## src/rtl/noc_local_inject.sv

```systemverilog
`timescale 1ns/1ps
// noc_local_inject
// Injection stage for the local port (port 4) of the 5-port, 2-VC mesh router.
// Takes packet commands and 32-bit payload words from the core and builds
// 35-bit flits for the router input. It can sustain one flit per cycle.
//
// Flit format: [34:33] type (01 head, 00 body, 10 tail, 11 single),
//              [32] VC, [31:0] payload.
// Head payload: [11:8] LEN, [7:6] src X, [5:4] src Y, [3:2] dst X,
//               [1:0] dst Y. All other bits are zero.
//
// Ports
//   clk, RST_            clock; synchronous active-low reset
//   MY_XPOS/MY_YPOS      this node's coordinates, sampled when a command is accepted
//   CMD_*                packet command handshake (dst, VC, LEN 0..15)
//   WDATA/WVALID/WREADY  payload word handshake
//   ODATA/OVALID/OVCH    flit to router IDATA_4/IVALID_4/IVCH_4
//   IRDY                 router ORDY_4, one ready bit per VC
//   BUSY                 packet in progress or flit pending
//   FLIT_CNT/PKT_CNT     wrapping counts of transferred flits and packets
//
// state | meaning
// IDLE  | waiting for a command; CMD_READY follows output-register space
// BODY  | streaming payload words; rem words still to send
module noc_local_inject (
  input  logic        clk,
  input  logic        RST_,
  input  logic [1:0]  MY_XPOS,
  input  logic [1:0]  MY_YPOS,
  input  logic        CMD_VALID,
  output logic        CMD_READY,
  input  logic [1:0]  CMD_DSTX,
  input  logic [1:0]  CMD_DSTY,
  input  logic        CMD_VCH,
  input  logic [3:0]  CMD_LEN,
  input  logic [31:0] WDATA,
  input  logic        WVALID,
  output logic        WREADY,
  output logic [34:0] ODATA,
  output logic        OVALID,
  output logic        OVCH,
  input  logic [1:0]  IRDY,
  output logic        BUSY,
  output logic [15:0] FLIT_CNT,
  output logic [15:0] PKT_CNT
);

  typedef enum logic {
    IDLE = 1'b0,
    BODY = 1'b1
  } state_t;

  state_t      state, state_nxt;
  logic [3:0]  rem, rem_nxt;
  logic        vc, vc_nxt;
  logic        xfer, out_free;
  logic        cmd_acc, w_acc, load;
  logic [34:0] load_flit;

  // Only the ready bit of the VC currently on the output matters.
  assign xfer     = OVALID & IRDY[OVCH];
  assign out_free = ~OVALID | xfer;
  assign load     = cmd_acc | w_acc;
  assign BUSY     = (state == BODY) | OVALID;

  always_ff @(posedge clk) begin
    if (!RST_) begin
      state <= IDLE;
      rem   <= 4'd0;
      vc    <= 1'b0;
    end else begin
      state <= state_nxt;
      rem   <= rem_nxt;
      vc    <= vc_nxt;
    end
  end

  always_comb begin
    state_nxt = state;
    rem_nxt   = rem;
    vc_nxt    = vc;
    CMD_READY = 1'b0;
    WREADY    = 1'b0;
    cmd_acc   = 1'b0;
    w_acc     = 1'b0;
    load_flit = '0;
    case (state)
      IDLE: begin
        CMD_READY = RST_ & out_free;
        cmd_acc   = CMD_VALID & CMD_READY;
        if (cmd_acc) begin
          load_flit = {((CMD_LEN == 4'd0) ? 2'b11 : 2'b01), CMD_VCH, 20'd0,
                       CMD_LEN, MY_XPOS, MY_YPOS, CMD_DSTX, CMD_DSTY};
          vc_nxt    = CMD_VCH;
          rem_nxt   = CMD_LEN;
          if (CMD_LEN != 4'd0) state_nxt = BODY;
        end
      end
      BODY: begin
        WREADY = RST_ & out_free;
        w_acc  = WVALID & WREADY;
        if (w_acc) begin
          load_flit = {((rem == 4'd1) ? 2'b10 : 2'b00), vc, WDATA};
          rem_nxt   = rem - 4'd1;
          if (rem == 4'd1) state_nxt = IDLE;
        end
      end
      default: state_nxt = IDLE;
    endcase
  end

  // A load can happen in the same cycle as a transfer; the new flit then
  // replaces the departing one with no bubble.
  always_ff @(posedge clk) begin
    if (!RST_) begin
      OVALID <= 1'b0;
      ODATA  <= '0;
      OVCH   <= 1'b0;
    end else if (load) begin
      OVALID <= 1'b1;
      ODATA  <= load_flit;
      OVCH   <= load_flit[32];
    end else if (xfer) begin
      OVALID <= 1'b0;
    end
  end

  // Type bit 34 is set for tail (10) and single (11) flits only.
  always_ff @(posedge clk) begin
    if (!RST_) begin
      FLIT_CNT <= 16'd0;
      PKT_CNT  <= 16'd0;
    end else if (xfer) begin
      FLIT_CNT <= FLIT_CNT + 16'd1;
      if (ODATA[34]) PKT_CNT <= PKT_CNT + 16'd1;
    end
  end

endmodule

```

## config.mk

```make
export PLATFORM = sky130hd
export DESIGN_NAME = noc_local_inject
export DESIGN_NICKNAME = d
export VERILOG_FILES = /design/src/rtl/noc_local_inject.sv
export SDC_FILE = /design/constraint.sdc
export NUM_CORES = 1
export LEC_CHECK = 0
export CAP_MARGIN = 10
export CORE_MARGIN = 8
export CORE_UTILIZATION = 46
export CTS_CLUSTER_SIZE = 16
export DETAILED_ROUTE_END_ITERATION = 12
export PLACE_DENSITY_LB_ADDON = 0.3
export SYNTH_ARGS = -nofsm -noshare
export SYNTH_HDL_FRONTEND = slang
export SYNTH_SLANG_ARGS = --single-unit
```

## constraint.sdc

```tcl
create_clock -name clk -period 3.7 [get_ports clk]
set_input_delay 0.555 -clock clk [delete_from_list [all_inputs] [get_ports clk]]
set_output_delay 0.555 -clock clk [all_outputs]
set_load 0.02 [all_outputs]
```

======== Yosys cells after proc, flatten, opt, wreduce, memory -nomap -nowiden ========
Index checks and enable logic that the tools add are counted.
operators by class
  add/subtract/negate cells ............... 3
  multipliers ............................. 0
  divide/modulo/power cells ............... 0
  $lt $le $gt $ge ......................... 1
  equality and inequality tests ........... 3
  shifts and indexed selects .............. 0
  muxes and demuxes ....................... 21
  bitwise logic cells ..................... 9
  reductions and logical operators ........ 6
operators with widths
  cell                                                                           number
  35-bit two-way mux                                                             2
  35-bit one-hot mux with 2 select lines                                         1
  16-bit by 1-bit adder with 16-bit output (second input constant)               2
  1-bit two-way mux                                                              12
  4-bit two-way mux                                                              2
  4-bit one-hot mux with 2 select lines                                          1
  2-bit AND reduction                                                            3
  1-bit bitwise AND                                                              4
  4-bit by 1-bit equality test with 1-bit output (second input constant)         1
  4-bit logical NOT                                                              1
  2-bit two-way mux                                                              2
  4-bit nonzero test                                                             1
  4-bit by 1-bit subtractor with 4-bit output (second input constant)            1
  1-bit bitwise OR                                                               3
  1-bit by 2-bit less-than comparator with 1-bit output (second input constant)  1
  2-bit by 1-bit != test with 1-bit output (second input constant)               1
  2-bit != test (second input constant)                                          1
  1-bit NOT                                                                      2
  1-bit one-hot mux with 2 select lines                                          1
  2-bit nonzero test                                                             1
word-level totals
  bits in registers ....................... 75
  bits in latches ......................... 0
  bits in writable memories ............... 0
  bits in read-only memories .............. 0
  output and inout port bits .............. 72
  memories ................................ 0

======== Longest topological paths before layout ========
Gate-level depths: netlist (run 1).
  depth in word-level cells ............... 9
  mapped depth ............................ 6
  mapped depth without buffers ............ 5

======== Worst setup path before layout (run 1) ========
No wires, ideal clock.
  kind .................................... flip-flop to output port
  start point ............................. reg, netlist name ODATA[32]
  end point ............................... out CMD_READY
  arrival time ............................ 1.539 ns
  data required time ...................... 3.145 ns
  slack ................................... 1.606 ns
  cell stages (with the launch flop) ...... 5
  path buffers ............................ 1
  path through ............................ dfxtp_1 mux2i_1 buf_2 nand2_1 and3_1
RTL lines
  element           line  RTL
  end: declaration  31    output logic CMD_READY,

======== Worst setup path after layout (run 1) ========
  start point ............................. reg OVALID
  end point ............................... out CMD_READY
between the ends
  word-level cells in the longest chain between the ends .. 4
  elaborated cells on any way between the ends .. 5
  classes of those cells .................. mux (1); bitwise (4)
ends and longest elaborated chain
  element                                                line    RTL
  start: declaration                                     40      output logic OVALID,
  start signal: assignment                               116     OVALID <= 1'b0;
  start signal: assignment                               120     OVALID <= 1'b1;
  start signal: assignment                               124     OVALID <= 1'b0;
  1-bit bitwise AND / 1-bit NOT (equally long branches)  61, 62
  1-bit bitwise OR *                                     62      assign out_free = ~OVALID | xfer;
  1-bit bitwise AND *                                    89      CMD_READY = RST_ & out_free;
  1-bit two-way mux *                                    87      case (state)
Mark *: on every way between the ends. The rest lies on a longest branch, timed or not.

==> results of run 1 <==
[registers in the layout, indices dropped and copies added, names as in the netlist]
signal and cells:
rem 4, FLIT_CNT 16, OVALID 1, PKT_CNT 16, vc 1, ODATA 35
state 1
[worst max-delay path, stage by stage, from the launching register on]
cell	delay, ns
sky130_fd_sc_hd__dfxtp_1	0.74
sky130_fd_sc_hd__nand2_1	0.33
sky130_fd_sc_hd__and3_1	0.27
sky130_fd_sc_hd__clkdlybuf4s50_1	0.53
[routing by layer]
| metal | wire length (um) | vias up |
|---|---|---|
| met2 | 4459 | 90 |
| met1 | 4024 | 1409 |
| li1 | - | 1418 |
| met3 | 560 | 8 |
| met5 | 0 | - |
| met4 | 106 | 0 |
[cell type report]
type                       count  share of cell area [%]
multi-input combinational    220                   32.39
sequential                    74                   32.31
timing repair buffer         127                   27.45
clock buffer                   9                   2.701
clock inverter                 7                   2.565
tap                           77                   2.101
inverter                       6                  0.4911
[through the flow]
step | instance area (sq um) | power (W) | hold slack (ns) | utilization (%)
finish | 4586 | 0.001869 | 0.4709 | 71.81
CTS | 4586 | 0.001890 | 0.4787 | 71.81
global placement | 4344 | 0.001121 | 0.4457 | 68.03
floorplan | 3047 | 0.0009879 | 0.4362 | -
global route | 4586 | 0.001940 | 0.5000 | 71.81
detailed placement | 4344 | 0.001127 | 0.4550 | 68.03
[path summary, 6_finish.rpt]
kind / endpoint / slack (ns) / depth (start not counted)
setup / recovery: CMD_READY / 0.92 / 3
hold / removal: vc / 0.47 / 2
setup reg to reg: PKT_CNT[15] / 1.44 / 4
hold reg to reg: vc / 0.47 / 2
[cells by family (layout without fill, tap and decap cells)]
kind of cell,Yosys count,after routing
mux,4,4
compound gates,81,81
flops,74,74
simple gates,113,113
buf+inv,24,149
xor+xnor,18,18
fa+ha+maj,4,4
[where the power goes]
| group | internal (W) | switching [W] |
|---|---|---|
| logic | 0.000135 | 0.000118 |
| clock network | 0.000448 | 0.000314 |
| registers | 0.000826 | 0.0000277 |
| total | 0.00141 | 0.000460 |
[placed cells by master, fill, tap and decap left out, drive strengths merged, types with 6 or more instances in the layout]
cell type,n
clkbuf,9
clkdlybuf4s50,122
a22o,21
and2,13
nand2,18
nor2,24
o21ai,14
xor2,6
nand3,12
dfxtp,74
a211oi,6
nand4,8
xnor2,12
a21oi,15
a221o,12
or3,12
==> flow_results.xml, run 1 <==
<?xml version="1.0" encoding="UTF-8"?>
<metrics>
  <group name="status">
    <metric name="outcome" unit="">complete, no violations</metric>
  </group>
  <group name="power_and_ir_drop">
    <metric name="peakVddDrop" unit="mV">0.3329</metric>
    <metric name="power.leakage" unit="nW">1.632</metric>
    <metric name="power.density_cell_area" unit="mW/mm^2">407.6</metric>
  </group>
  <group name="global_routing">
    <metric name="grtUsageMet3" unit="%">7.041</metric>
    <metric name="grt_first_pass_wirelength" unit="um">14900</metric>
    <metric name="use_met1" unit="%">21.91</metric>
    <metric name="grt.met2_usage" unit="%">31.92</metric>
    <metric name="grt_busiest_layer" unit="">met2</metric>
    <metric name="grt_pass1_vias" unit="">2863</metric>
    <metric name="grt_start_max_net_pins" unit="">38</metric>
    <metric name="antenna_violations_before_repair" unit="">0</metric>
    <metric name="grt_util_all_layers" unit="%">18.99</metric>
    <metric name="remaining_global_route_overflow" unit="">0</metric>
  </group>
  <group name="synth">
    <metric name="synthXorXnorAreaFrac" unit="%">5.175</metric>
    <metric name="share_of_yosys_cell_area_claimed_by_the_top_area_cell_type" unit="%">48.62</metric>
    <metric name="post_synth_main_area_contributors" unit="">sky130_fd_sc_hd__dfxtp_1 49%, sky130_fd_sc_hd__a22o_1 6.0%, sky130_fd_sc_hd__a221o_1 3.9%, sky130_fd_sc_hd__xnor2_1 3.4%, sky130_fd_sc_hd__nor2_1 3.0%</metric>
    <metric name="mapped_avg_cell_area" unit="sq um">9.581</metric>
    <metric name="synth.yosys.seq_area_share" unit="%">48.62</metric>
    <metric name="combinational_family_with_the_most_area_after_synthesis" unit="">simple AND/OR/NAND/NOR gates</metric>
    <metric name="ys_warn_count" unit="">0</metric>
    <metric name="synth_enable_flop_cells" unit="">0</metric>
    <metric name="flip_flop_and_latch_count_after_synthesis" unit="">74</metric>
    <metric name="yosys-top-cells-count" unit="">74 x sky130_fd_sc_hd__dfxtp_1, 24 x sky130_fd_sc_hd__nor2_1, 21 x sky130_fd_sc_hd__a22o_1</metric>
    <metric name="yosys.area_share.adder" unit="%">1.643</metric>
    <metric name="yosys.area_share.simple" unit="%">20.33</metric>
    <metric name="top_count_cell_post_synth" unit="">sky130_fd_sc_hd__dfxtp_1</metric>
    <metric name="yosysTopAreaCell" unit="">sky130_fd_sc_hd__dfxtp_1</metric>
    <metric name="synth-compound-area-share" unit="%">19.71</metric>
    <metric name="muxShareOfSynthArea" unit="%">1.355</metric>
    <metric name="commonest_register_cell_after_synthesis" unit="">sky130_fd_sc_hd__dfxtp_1</metric>
    <metric name="syn_inst" unit="">318</metric>
    <metric name="synth.cell_area" unit="sq mm">0.003047</metric>
    <metric name="synthesis.nets" unit="">373</metric>
    <metric name="yosysUniqueCellTypes" unit="">42</metric>
    <metric name="async_flop_share" unit="%">0</metric>
  </group>
  <group name="critical_path">
    <metric name="crit_arrival" unit="ns">2.22</metric>
    <metric name="worstSetupStartpoint" unit="">OVALID</metric>
    <metric name="path_max_fanout" unit="">16</metric>
    <metric name="setup.worst_path.start_class" unit="">flop</metric>
    <metric name="worst_setup_path_end_kind" unit="">output port</metric>
    <metric name="critical_path_required" unit="ns">3.14</metric>
    <metric name="critical_path.reg2reg.startpoint" unit="">OVALID</metric>
    <metric name="worstSetupPathType" unit="">flop to output port</metric>
  </group>
  <group name="die">
    <metric name="dieHeight" unit="um">97.39</metric>
    <metric name="die-area" unit="sq mm">0.009484</metric>
    <metric name="design.core.area" unit="sq mm">0.006386</metric>
    <metric name="placement_rows" unit="">29</metric>
    <metric name="num_io_pins" unit="">123</metric>
    <metric name="floorplan.initialDensity" unit="%">47.71</metric>
    <metric name="fp.dieW" unit="um">97.39</metric>
  </group>
  <group name="timing">
    <metric name="setup_tns" unit="ns">0</metric>
    <metric name="worst_slack" unit="ns">0.9245</metric>
    <metric name="grt_setup_unrepaired" unit="">false</metric>
    <metric name="worst_slew_pin_slew" unit="ns">0.7304</metric>
    <metric name="fin_worst_skew" unit="ns">0.004952</metric>
    <metric name="fin_crit" unit="ns">2.775</metric>
    <metric name="finalCritPeriodShare" unit="%">75.01</metric>
    <metric name="relative_slew_slack" unit="%">51.15</metric>
    <metric name="timing_max_transition_violations_final" unit="">0</metric>
    <metric name="timing_hold_violations_final" unit="">0</metric>
    <metric name="timing.fmax" unit="MHz">360.3</metric>
    <metric name="final-setup-viol-count" unit="">0</metric>
  </group>
  <group name="cts">
    <metric name="ctsLongestPathBuffers" unit="">2</metric>
    <metric name="worstSkewPairLatency" unit="ns">0.35</metric>
    <metric name="cts.hold.buffers_added" unit="">0</metric>
    <metric name="cts_num_sinks" unit="">74</metric>
    <metric name="cts.htree.levels" unit="">3</metric>
    <metric name="cts.repair.resized" unit="">0</metric>
    <metric name="postCtsSetupBuffers" unit="">0</metric>
    <metric name="worst_setup_hold_path_clk_slew" unit="ns">0.08</metric>
    <metric name="cts_tree" unit="">done</metric>
    <metric name="clk_root_buffer_cell" unit="">sky130_fd_sc_hd__clkbuf_8</metric>
    <metric name="tritoncts.num_buffers" unit="">9</metric>
  </group>
  <group name="routing">
    <metric name="drt-total-wl" unit="um">9149</metric>
    <metric name="drt_pass1_iterations" unit="">4</metric>
    <metric name="vias_per_cell" unit="">5.625</metric>
    <metric name="wl_per_cell" unit="um">17.59</metric>
    <metric name="detail-route-antenna-nets" unit="">0</metric>
    <metric name="route.detailed.drc" unit="">0</metric>
    <metric name="drt_iter0_drc" unit="">126</metric>
    <metric name="vias" unit="">2925</metric>
  </group>
  <group name="cells_and_area">
    <metric name="synthToLayoutAreaGrowth" unit="%">50.51</metric>
    <metric name="layout.area.seq" unit="sq mm">0.001481</metric>
    <metric name="final_net_count" unit="">493</metric>
    <metric name="layout_cell_share_with_drive_strength_beyond_1" unit="%">6.321</metric>
    <metric name="multi_input_area" unit="sq mm">0.001485</metric>
    <metric name="finish.cell_count_without_fillers" unit="">520</metric>
    <metric name="antenna_cells" unit="">0</metric>
    <metric name="final.fill_count" unit="">481</metric>
  </group>
  <group name="place">
    <metric name="io_buffers" unit="">122</metric>
    <metric name="finalWeightedCongestion" unit="">0.7877</metric>
    <metric name="pre_cts_ws" unit="ns">0.9437</metric>
    <metric name="place_hpwl" unit="um">6671</metric>
    <metric name="place.detailed.instances" unit="">504</metric>
  </group>
  <group name="run">
    <metric name="cap_violations" unit="">0</metric>
  </group>
  <group name="hold_path">
    <metric name="holdCritPathClass" unit="">flop to flop</metric>
    <metric name="hold_start" unit="">vc</metric>
  </group>
</metrics>
(Power assumes the default switching activity.)
==> run 2: changes to the inputs <==
--- a/config.mk
+++ b/config.mk
@@ -7,7 +7,7 @@
 export LEC_CHECK = 0
 export CAP_MARGIN = 10
 export CORE_MARGIN = 8
-export CORE_UTILIZATION = 46
+export CORE_UTILIZATION = 39
 export CTS_CLUSTER_SIZE = 16
 export DETAILED_ROUTE_END_ITERATION = 12
 export PLACE_DENSITY_LB_ADDON = 0.3
==> constraint.sdc (replaced) <==
create_clock -name clk -period 2.3 [get_ports clk]
set_input_delay 0.345 -clock clk [delete_from_list [all_inputs] [get_ports clk]]
set_output_delay 0.345 -clock clk [all_outputs]
set_load 0.02 [all_outputs]
==> flow_results.xml, run 2 (synthesis gave the netlist of run 1 again) <==
<?xml version="1.0" encoding="UTF-8"?>
<metrics>
  <group name="critical_path">
    <metric name="r2r_setup_slack" unit="ns">0.31</metric>
    <metric name="worstSetupStartpoint" unit="">OVALID</metric>
    <metric name="worstRegToRegCells" unit="">4</metric>
    <metric name="setup.worst_path.start_class" unit="">flop</metric>
    <metric name="path_max_fanout" unit="">11</metric>
    <metric name="worst_setup_path_end_kind" unit="">output port</metric>
    <metric name="worstReg2RegEnd" unit="">PKT_CNT[15]</metric>
    <metric name="critical_path_required" unit="ns">1.96</metric>
    <metric name="crit_path_end" unit="">BUSY</metric>
    <metric name="worstSetupPathType" unit="">flop to output port</metric>
    <metric name="critical_path.reg2reg.startpoint" unit="">OVALID</metric>
    <metric name="crit_arrival" unit="ns">1.70</metric>
  </group>
  <group name="cts">
    <metric name="clk_root_buffer_cell" unit="">sky130_fd_sc_hd__clkbuf_8</metric>
    <metric name="cts_num_sinks" unit="">74</metric>
    <metric name="worstSkewPairLatency" unit="ns">0.34</metric>
    <metric name="worst_setup_hold_path_clk_slew" unit="ns">0.08</metric>
    <metric name="cts.hold.buffers_added" unit="">0</metric>
    <metric name="postCtsSetupBuffers" unit="">0</metric>
    <metric name="tritoncts.num_buffers" unit="">9</metric>
    <metric name="cts_tree" unit="">done</metric>
    <metric name="cts.htree.levels" unit="">3</metric>
    <metric name="ctsLongestPathBuffers" unit="">2</metric>
  </group>
  <group name="global_routing">
    <metric name="grt_util_all_layers" unit="%">15.97</metric>
    <metric name="grt_first_pass_wirelength" unit="um">14390</metric>
    <metric name="remaining_global_route_overflow" unit="">0</metric>
    <metric name="antenna_violations_before_repair" unit="">0</metric>
    <metric name="grt_pass1_vias" unit="">2867</metric>
    <metric name="grt_start_max_net_pins" unit="">33</metric>
  </group>
  <group name="cells_and_area">
    <metric name="regMostFlops" unit="">ODATA</metric>
    <metric name="layout_cell_share_with_drive_strength_beyond_1" unit="%">8.811</metric>
    <metric name="final_cell_mix" unit="">120 x sky130_fd_sc_hd__clkdlybuf4s50_1, 73 x sky130_fd_sc_hd__dfxtp_1, 24 x sky130_fd_sc_hd__nor2_1, 21 x sky130_fd_sc_hd__a22o_1, 18 x sky130_fd_sc_hd__nand2_1</metric>
    <metric name="synthToLayoutAreaGrowth" unit="%">53.96</metric>
    <metric name="antenna_cells" unit="">0</metric>
    <metric name="layout_commonest_cell" unit="">sky130_fd_sc_hd__clkdlybuf4s50_1</metric>
    <metric name="final.fill_count" unit="">640</metric>
    <metric name="largest_reg_flops" unit="">35</metric>
    <metric name="final_net_count" unit="">504</metric>
    <metric name="largestRegisters" unit="">ODATA x35, FLIT_CNT x16, PKT_CNT x16</metric>
  </group>
  <group name="die">
    <metric name="design.core.area" unit="sq mm">0.007647</metric>
    <metric name="dieHeight" unit="um">104.4</metric>
    <metric name="floorplan.initialDensity" unit="%">39.84</metric>
    <metric name="placement_rows" unit="">32</metric>
    <metric name="die-area" unit="sq mm">0.01090</metric>
    <metric name="fp.dieW" unit="um">104.4</metric>
    <metric name="num_io_pins" unit="">123</metric>
  </group>
  <group name="timing">
    <metric name="final-setup-viol-count" unit="">0</metric>
    <metric name="fin_crit" unit="ns">2.040</metric>
    <metric name="finalCritPeriodShare" unit="%">88.71</metric>
    <metric name="timing.fmax" unit="MHz">490.1</metric>
    <metric name="grt_setup_unrepaired" unit="">false</metric>
    <metric name="worst_slew_pin_slew" unit="ns">0.4762</metric>
    <metric name="setup_tns" unit="ns">0</metric>
    <metric name="relative_slew_slack" unit="%">67.81</metric>
    <metric name="timing_max_transition_violations_final" unit="">0</metric>
    <metric name="fin_worst_skew" unit="ns">0.005891</metric>
    <metric name="timing_hold_violations_final" unit="">0</metric>
  </group>
  <group name="hold_path">
    <metric name="holdCritPathClass" unit="">flop to flop</metric>
  </group>
  <group name="power_and_ir_drop">
    <metric name="power.leakage" unit="nW">1.693</metric>
    <metric name="design_power" unit="W">0.002804</metric>
    <metric name="peakVddDrop" unit="mV">0.2692</metric>
    <metric name="power.density_cell_area" unit="mW/mm^2">597.8</metric>
  </group>
  <group name="place">
    <metric name="place_hpwl" unit="um">6624</metric>
    <metric name="finalWeightedCongestion" unit="">0.8022</metric>
    <metric name="io_buffers" unit="">122</metric>
  </group>
  <group name="status">
    <metric name="outcome" unit="">complete, no violations</metric>
  </group>
  <group name="routing">
    <metric name="detail-route-antenna-nets" unit="">0</metric>
    <metric name="route.detailed.drc" unit="">0</metric>
    <metric name="vias_per_cell" unit="">5.246</metric>
    <metric name="drt-total-wl" unit="um">8942</metric>
    <metric name="wl_per_cell" unit="um">16.08</metric>
    <metric name="drt_iter0_drc" unit="">152</metric>
    <metric name="vias" unit="">2917</metric>
    <metric name="drt_pass1_iterations" unit="">4</metric>
  </group>
  <group name="run">
    <metric name="cap_violations" unit="">0</metric>
  </group>
</metrics>
[run 2: worst min-delay path by stage]
stage	from	endpoint	slack (ns)	depth (start not counted)
2_1_floorplan	vc	vc	0.44	2
3_3_place_gp	vc	vc	0.45	2
3_5_place_dp	ODATA[26]	ODATA[26]	0.46	1
4_1_cts	vc	vc	0.47	2
5_1_grt	ODATA[26]	ODATA[26]	0.49	1
6_report	vc	vc	0.46	2
[run 2: worst max-delay path: stages, from the launching register on]
cell                              delay (ns)
sky130_fd_sc_hd__dfxtp_1                0.57
sky130_fd_sc_hd__or2_2                  0.18
sky130_fd_sc_hd__clkdlybuf4s50_1        0.59
[run 2: power by group]
| group | internal (W) | total [W] | leakage, nW | switching [W] |
|---|---|---|---|---|
| combinational | 0.000238 | 0.000435 | 0.996 | 0.000197 |
| sequential | 0.00133 | 0.00137 | 0.602 | 0.0000423 |
| clock | 0.000499 | 0.000997 | 0.0954 | 0.000498 |
[run 2: layer usage]
metal  up-vias  GRT usage, %  part of all wire [%]  wire, um
met4         0         6.929                   1.7       151
met3        12         4.585                   6.1       547
met1      1374         19.04                    44      3945
li1       1446             -                     -         -
met5         -             0                     0         0
met2        85         26.05                    48      4297
[run 2: what timing repair did]
item,in CTS,in global routing
endpoints found under the setup margin,2,2
gates resized for setup,1,3
hold endpoints to repair,0,0
[run 2: through the flow]
stage	worst slack (ns)	cell area [sq um]	hold WS, ns	std cells	util (%)
CTS	0.03191	4677	0.4690	556	61.16
finish	0.2597	4691	0.4636	556	61.34
floorplan	0.4163	3047	0.4362	318	-
global placement	0.07343	4483	0.4469	540	58.62
global route	0.1657	4691	0.4872	556	61.34
detailed placement	0.05153	4483	0.4596	540	58.62
[run 2: layout make-up]
cell class	instances	area [sq um]	share of cell area (%)
well taps	102	127.6	2.721
clock buffers	9	123.9	2.641
repair buffers	138	1371	29.23
clock inverters	7	68.82	1.467
multi-input cells	220	1494	31.85
inverters	6	22.52	0.4801
flip-flops and latches	74	1483	31.61
